--- config.mk ---
export PLATFORM = sky130hd
export DESIGN_NAME = chunked_addsub_seq
export DESIGN_NICKNAME = d
export VERILOG_FILES = /design/src/rtl/chunked_addsub_seq.sv
export SDC_FILE = /design/constraint.sdc
export NUM_CORES = 1
export LEC_CHECK = 0
export CORE_MARGIN = 2
export CORE_UTILIZATION = 50
export CTS_BUF_LIST = sky130_fd_sc_hd__clkbuf_16
export DETAILED_ROUTE_END_ITERATION = 10
export HOLD_SLACK_MARGIN = 0.08
export PLACE_DENSITY_LB_ADDON = 0.12
export SETUP_SLACK_MARGIN = 0.3
export SKIP_CTS_REPAIR_TIMING = 1
export SLEW_MARGIN = 30
export SYNTH_ARGS = -nofsm -noshare
export SYNTH_HDL_FRONTEND = slang
export SYNTH_SLANG_ARGS = --single-unit
export TNS_END_PERCENT = 20
--- constraint.sdc ---
create_clock -name clk -period 3.6 [get_ports clk]
set_input_delay 0.72 -clock clk [delete_from_list [all_inputs] [get_ports clk]]
set_output_delay 0.72 -clock clk [all_outputs]
set_load 0.02 [all_outputs]
--- src/rtl/chunked_addsub_seq.sv ---
// Sequential W-bit adder/subtractor that pushes one N-bit chunk per cycle
// through a single shared adder. Optional `zero` flag: CHUNKED_ADDSUB_SEQ_ZERO_FLAG_EN.
module chunked_addsub_seq #(
  parameter int N      = 8,
  parameter int CHUNKS = 4
) (
  input  logic                clk,
  input  logic                rst_n,
  input  logic                start,
  input  logic                op_sub,
  input  logic [N*CHUNKS-1:0] a,
  input  logic [N*CHUNKS-1:0] b,
  output logic                busy,
  output logic                done,
  output logic [N*CHUNKS-1:0] result,
  output logic                cout,
  output logic                overflow
`ifdef CHUNKED_ADDSUB_SEQ_ZERO_FLAG_EN
  ,
  output logic                zero
`endif
);

  localparam int W     = N * CHUNKS;
  localparam int IDX_W = (CHUNKS > 1) ? $clog2(CHUNKS) : 1;

  typedef enum logic [1:0] {
    IDLE = 2'd0,
    RUN  = 2'd1,
    DONE = 2'd2
  } state_t;

  state_t           state_q, state_d;
  logic [IDX_W-1:0] idx_q, idx_d;
  logic             carry_q, carry_d;
  logic [W-1:0]     result_q, result_d;
  logic             cout_q, cout_d;
  logic             ovf_q, ovf_d;
  logic [W-1:0]     a_q, b_q;
  logic             load;

  logic [N-1:0]     chunk_a, chunk_b;
  logic [N:0]       chunk_sum;
  logic             msb_cin;
  logic             last_chunk;

  // Shared chunk adder; b_q already holds ~b for subtraction, carry_q the +1.
  always_comb begin
    chunk_a    = a_q[idx_q*N +: N];
    chunk_b    = b_q[idx_q*N +: N];
    chunk_sum  = {1'b0, chunk_a} + {1'b0, chunk_b} + {{N{1'b0}}, carry_q};
    msb_cin    = chunk_a[N-1] ^ chunk_b[N-1] ^ chunk_sum[N-1];
    last_chunk = (idx_q == IDX_W'(CHUNKS - 1));
  end

`ifdef CHUNKED_ADDSUB_SEQ_ZERO_FLAG_EN
  logic zero_q, zero_d;
`endif

  always_comb begin
    // NOTE: every combinationally assigned signal gets a default first, so no
    // path through the case leaves it unassigned and no latch is inferred.
    state_d  = state_q;
    idx_d    = idx_q;
    carry_d  = carry_q;
    result_d = result_q;
    cout_d   = cout_q;
    ovf_d    = ovf_q;
    load     = 1'b0;
`ifdef CHUNKED_ADDSUB_SEQ_ZERO_FLAG_EN
    zero_d   = zero_q;
`endif
    unique case (state_q)
      IDLE, DONE: begin
        if (start) begin
          load    = 1'b1;
          idx_d   = '0;
          carry_d = op_sub;
          state_d = RUN;
        end else begin
          state_d = IDLE;
        end
      end
      RUN: begin
        // NOTE: blocking assignments here, so the zero test below sees the
        // freshly merged chunk; registers themselves only use <=.
        result_d[idx_q*N +: N] = chunk_sum[N-1:0];
        carry_d                = chunk_sum[N];
        idx_d                  = idx_q + IDX_W'(1);
        if (last_chunk) begin
          idx_d   = '0;
          cout_d  = chunk_sum[N];
          ovf_d   = msb_cin ^ chunk_sum[N];
          state_d = DONE;
`ifdef CHUNKED_ADDSUB_SEQ_ZERO_FLAG_EN
          zero_d  = (result_d == '0);
`endif
        end
      end
      default: state_d = IDLE;
    endcase
  end

  always_ff @(posedge clk or negedge rst_n) begin
    if (!rst_n) begin
      state_q  <= IDLE;
      idx_q    <= '0;
      carry_q  <= 1'b0;
      result_q <= '0;
      cout_q   <= 1'b0;
      ovf_q    <= 1'b0;
    end else begin
      state_q  <= state_d;
      idx_q    <= idx_d;
      carry_q  <= carry_d;
      result_q <= result_d;
      cout_q   <= cout_d;
      ovf_q    <= ovf_d;
    end
  end

  // NOTE: operand holding registers are deliberately not reset; they are only
  // read in RUN, which is always entered through a load.
  always_ff @(posedge clk) begin
    if (load) begin
      a_q <= a;
      b_q <= op_sub ? ~b : b;
    end
  end

`ifdef CHUNKED_ADDSUB_SEQ_ZERO_FLAG_EN
  always_ff @(posedge clk or negedge rst_n) begin
    if (!rst_n) zero_q <= 1'b0;
    else        zero_q <= zero_d;
  end
  assign zero = zero_q;
`endif

  // Status outputs decode registered state only.
  assign busy     = (state_q == RUN);
  assign done     = (state_q == DONE);
  assign result   = result_q;
  assign cout     = cout_q;
  assign overflow = ovf_q;

endmodule

Yosys cells after proc, flatten, opt, wreduce, memory -nomap -nowiden. Index checks and enable logic that the tools add are counted. Widths: inputs -> output; s select.

Register bits: 103. Bits in latches: 0. RAM bits: 0. Memory bits (read-only): 0. Bits of input ports: 68. Output and inout port bits: 36. Logic and storage cells: 42. Memories kept: 0.

Add/sub/neg operators: 4. Multipliers: 0. Divide/modulo/power cells: 0. $lt $le $gt $ge: 0. Equal/unequal tests: 5. Shifts and indexed selects: 4. Muxes and demuxes: 12. Bitwise logic cells: 4. Reductions and logical operators: 5.

Operators by type and width (count): $shiftx 32x6->8 (2); $neg 5->34 (1); $shift 8x34->32 const A (1); $shiftx 8x34->32 (1); $bwmux 32 (1); $mux 32 (1); $not 32->32 (1); $add 8x8->9 (1); $add 9x1->9 (1); $pmux 2 s2 (2); $mux 2 (3); $eq 2x2->1 const B (2); $mux 1 (4); $reduce_and 2->1 (2); $xor 1x1->1 (3); $add 2x1->2 const B (1); $eq 2x1->1 const B (1); $logic_not 2->1 (1); $ne 2x1->1 const B (1); $ne 2x2->1 const B (1); $pmux 1 s2 (1); $reduce_bool 2->1 (1); $reduce_or 2->1 (1).

Longest topological paths before layout.
Depth in word-level cells: 5. Mapped depth: 9. Depth with buffers taken out: 8.

Worst setup path after synthesis. OpenSTA, ideal clock, no wires.

Path type: register to register. From: register idx_q[0]. To: register result_q[30] (netlist: result[30]). Library setup time: 0.121 ns. Arrival: 2.958 ns. Required time: 3.479 ns. Slack: 0.521 ns. Cell stages (with the launch flop): 10. Buffers on the path: 1. Clock period less this slack: 3.079 ns. Cell sequence: dfrtp_1 > buf_2 > mux4_2 > fa_1 > fa_1 > a21o_1 > a21oi_2 > o21ai_1 > xor2_1 > a22o_1.

Longest elaborated chain between the ends: 5. Elaborated cells between the ends (all ways): 8. Those cells by class: 3 x add/sub; 4 x shift; 1 x mux.

RTL lines: start, declared (RTL line 34) `logic [IDX_W-1:0] idx_q, idx_d;`; start signal, assigned (RTL line 114) `idx_q <= idx_d;`; $shiftx 32x6->8, on equally long branches (RTL line 49, 50); $add 8x8->9 (RTL line 51) `chunk_sum = {1'b0, chunk_a} + {1'b0, chunk_b} + {{N{1'b0}}, carry_q};`; $add 9x1->9 (RTL line 51); $shiftx 8x34->32 (RTL line 87) `result_d[idx_q*N +: N] = chunk_sum[N-1:0];`; $bwmux 32 (*) (RTL line 87); end signal, assigned (RTL line 116) `result_q <= result_d;`; end, declared (RTL line 36) `logic [W-1:0] result_q, result_d;`.

Every way passes the cells marked *; elsewhere a longest branch is shown, timed or not. A chain may end at the register's enable or synchronous reset.

Worst setup path after layout.
From: register idx_q[0]. To: register result_q[14] (netlist: result[14]).

The elaborated chain is that of the path after synthesis.

==> out/metrics.yaml <==
worst_setup_path:
  start_kind: "flop"
  path_max_fanout: 4
  crit_type: "flop to flop"
  end_kind: "flop"
  crit_required_ps: 3870
  arrival_ps: 3210
sta:
  final.setup.tns_ps: 0
  hold_viol: 0
  min_period_ps: 2944
  setup_violations: 0
  tightest_slew_ps: 901.0
  finalMaxSlewViolations: 0
  period_share: 0.8179
  max_freq_mhz: 339.6
  whs_ps: 490.0
  slew_headroom: 0.3993
  layout_setup_ws_ps: 655.7
  rsz0062_at_grt: "false"
  finalClockSkew_ps: 9.635
yosys:
  syn_area_per_cell_sq_um: 17.47
  synth_seq_cells: 103
  syn_area_sq_um: 4524
  synth_top_area_cell: "edfxtp_1"
  synth_top_area_frac: 0.4248
  synth_edf_count: 64
  netlist_instances: 259
  synth-warning-count: 0
  yosysMostFrequentCell: "edfxtp_1"
  yosys-top-cells-count: "edfxtp_1, dfrtp_1, xor2_1"
  synth_seq_area_share: 0.6405
  ys.flop_type: "edfxtp_1"
  ys_async_sr_fraction: 0.3786
  syn-num-nets: 342
  ys_types: 37
  ys_top_cells_by_area: "edfxtp_1, dfrtp_1, mux4_2, xor2_1, a22o_1"
power:
  p_int_w: 0.003180
  p_sw_w: 0.001989
  pwr-share-seq: 0.337
  pwr-share-comb: 0.490
  p_leak_nw: 2.309
  p_sw_frac: 0.3848
  vdd.ir_drop.worst_uv: 376.2
  p_per_area_nw_per_um2: 866.2
  p_clk_frac: 0.173
run_status:
  outcome: "complete, no violations"
placed_design:
  dp_hpwl_microns: 6331
  dpl.cell_count: 467
  io_buffers: 103
  gp_congestion: 0.7687
  pre_cts_ws_ps: 656.6
routing:
  wl_per_cell_microns: 17.74
  drtPass1Iterations: 4
  drt_iter0_markers: 94
  via_count: 2626
  dr_wl_met3_microns: 507
  m1WireLength_microns: 3538
  wl_met2_microns: 4307
  wl_microns: 8568
  top_layer: "met4"
  route.detailed.drc: 0
  viasPerCell: 5.437
  postRouteAntennaNets: 0
grt:
  grt_max_degree: 40
  globalRouteOverflowTotal: 0
  grt_pass1_wl_microns: 14010
  antenna_found_initial: 0
  grt_pass1_vias: 2794
  grtUsageTotal: 0.1863
clocking:
  cts_root_buffer: "clkbuf_16"
  cts.sinks: 103
  clockBufferDepth: 2
  clk_pin_slew_ps: 70
  htreeDepth: 3
  cts_made_buffers: 9
  cts_tree: "done"
  insertion_delay_ps: 330
floorplanning:
  dieArea_sq_um: 9826
  ios: 104
  fp.dieH_microns: 99.13
  rows: 34
  initial_utilization: 0.5163
  core_area_sq_um: 8763
  die_w_microns: 99.13
flow_run:
  drv_cap: 0
cells_and_area:
  utilization: 0.6809
  antenna_cells: 0
  fin_cells: 483
  drive_gt1_frac: 0.1413
  nNetsFinal: 453
  area_growth_pct: 31.89
min_path:
  min-delay-path-class: "primary input to async pin"
==> registers in the layout, summed over array words and instances, names as in the netlist <==
name / cells
result: 32
a_q: 32
b_q: 32
cout: 1
state_q: 2
overflow: 1
carry_q: 1
idx_q: 2
==> power groups by stage <==
stage | logic, W | clock network (W) | registers (W)
floorplan | 0.00160 | 0 | 0.00189
global placement | 0.00251 | 0 | 0.00175
detailed placement | 0.00255 | 0 | 0.00177
CTS | 0.00256 | 0.000902 | 0.00174
global route | 0.00275 | 0.000953 | 0.00178
finish | 0.00253 | 0.000893 | 0.00174
==> through the flow <==
stage | instance area (sq um) | power (W)
final | 5967 | 0.005169
after floorplan | 4524 | 0.003491
after detailed placement | 5694 | 0.004321
after CTS | 5967 | 0.005205
after global placement | 5694 | 0.004267
after global routing | 5967 | 0.005480
==> worst max-delay path, cell delays in order, from the launching register on <==
cell,delay (ps)
dfrtp_1,430
mux4_2,540
fa_1,470
fa_1,430
a21o_1,190
a21oi_2,210
o21ai_1,110
xor2_1,310
a22o_1,190
==> path summary, 6_finish.rpt <==
path	start	to	slack, ps	cells past startpoint
max in group asynchronous	rst_n	result[22]	2590	1
min in group clk	result[8]	result[8]	500	1
hold / removal	rst_n	result[18]	490	1
setup / recovery	idx_q[0]	result[14]	660	8
hold reg to reg	result[8]	result[8]	500	1
setup reg to reg	idx_q[0]	result[14]	660	8
==> routing by layer <==
metal  vias up  global-route usage
li1       1221                   -
met1      1288              0.2346
met2       100              0.3150
met3        17             0.03514
met4         0             0.08535
met5         -                   0
==> placed cells by master, fill, tap and decap left out, types with 2 or more instances in the layout <==
cell | synthesis | final
a21o_1 | 2 | 2
a21oi_1 | 4 | 4
a22o_1 | 33 | 33
buf_2 | 6 | 2
buf_4 | 0 | 4
clkbuf_16 | 0 | 9
clkdlybuf4s50_1 | 0 | 101
dfrtp_1 | 39 | 39
edfxtp_1 | 64 | 64
fa_1 | 2 | 2
ha_1 | 13 | 13
inv_1 | 3 | 4
inv_6 | 0 | 3
mux4_2 | 16 | 16
nand2_1 | 6 | 6
nand2_8 | 2 | 2
nor4b_4 | 3 | 3
o21ai_0 | 3 | 3
o21ai_1 | 2 | 2
o21bai_1 | 2 | 2
xnor2_1 | 3 | 3
xor2_1 | 35 | 35
==> area by class of cell <==
cell class | instances | area (sq um)
Timing Repair Buffer | 108 | 1071
Tap cell | 108 | 135.1
Multi-Input combinational cell | 144 | 1563
Clock inverter | 7 | 47.55
Clock buffer | 9 | 225.2
Inverter | 4 | 27.53
Fill cell | 618 | 2796
Sequential cell | 103 | 2898
==> kinds of logic after synthesis <==
group / synth area share
buf+inv: 0.01438
flops: 0.6405
fa+ha+maj: 0.04480
compound gates: 0.09430
xor+xnor: 0.07716
simple gates: 0.04922
mux: 0.07965
(Power assumes the default switching activity.)
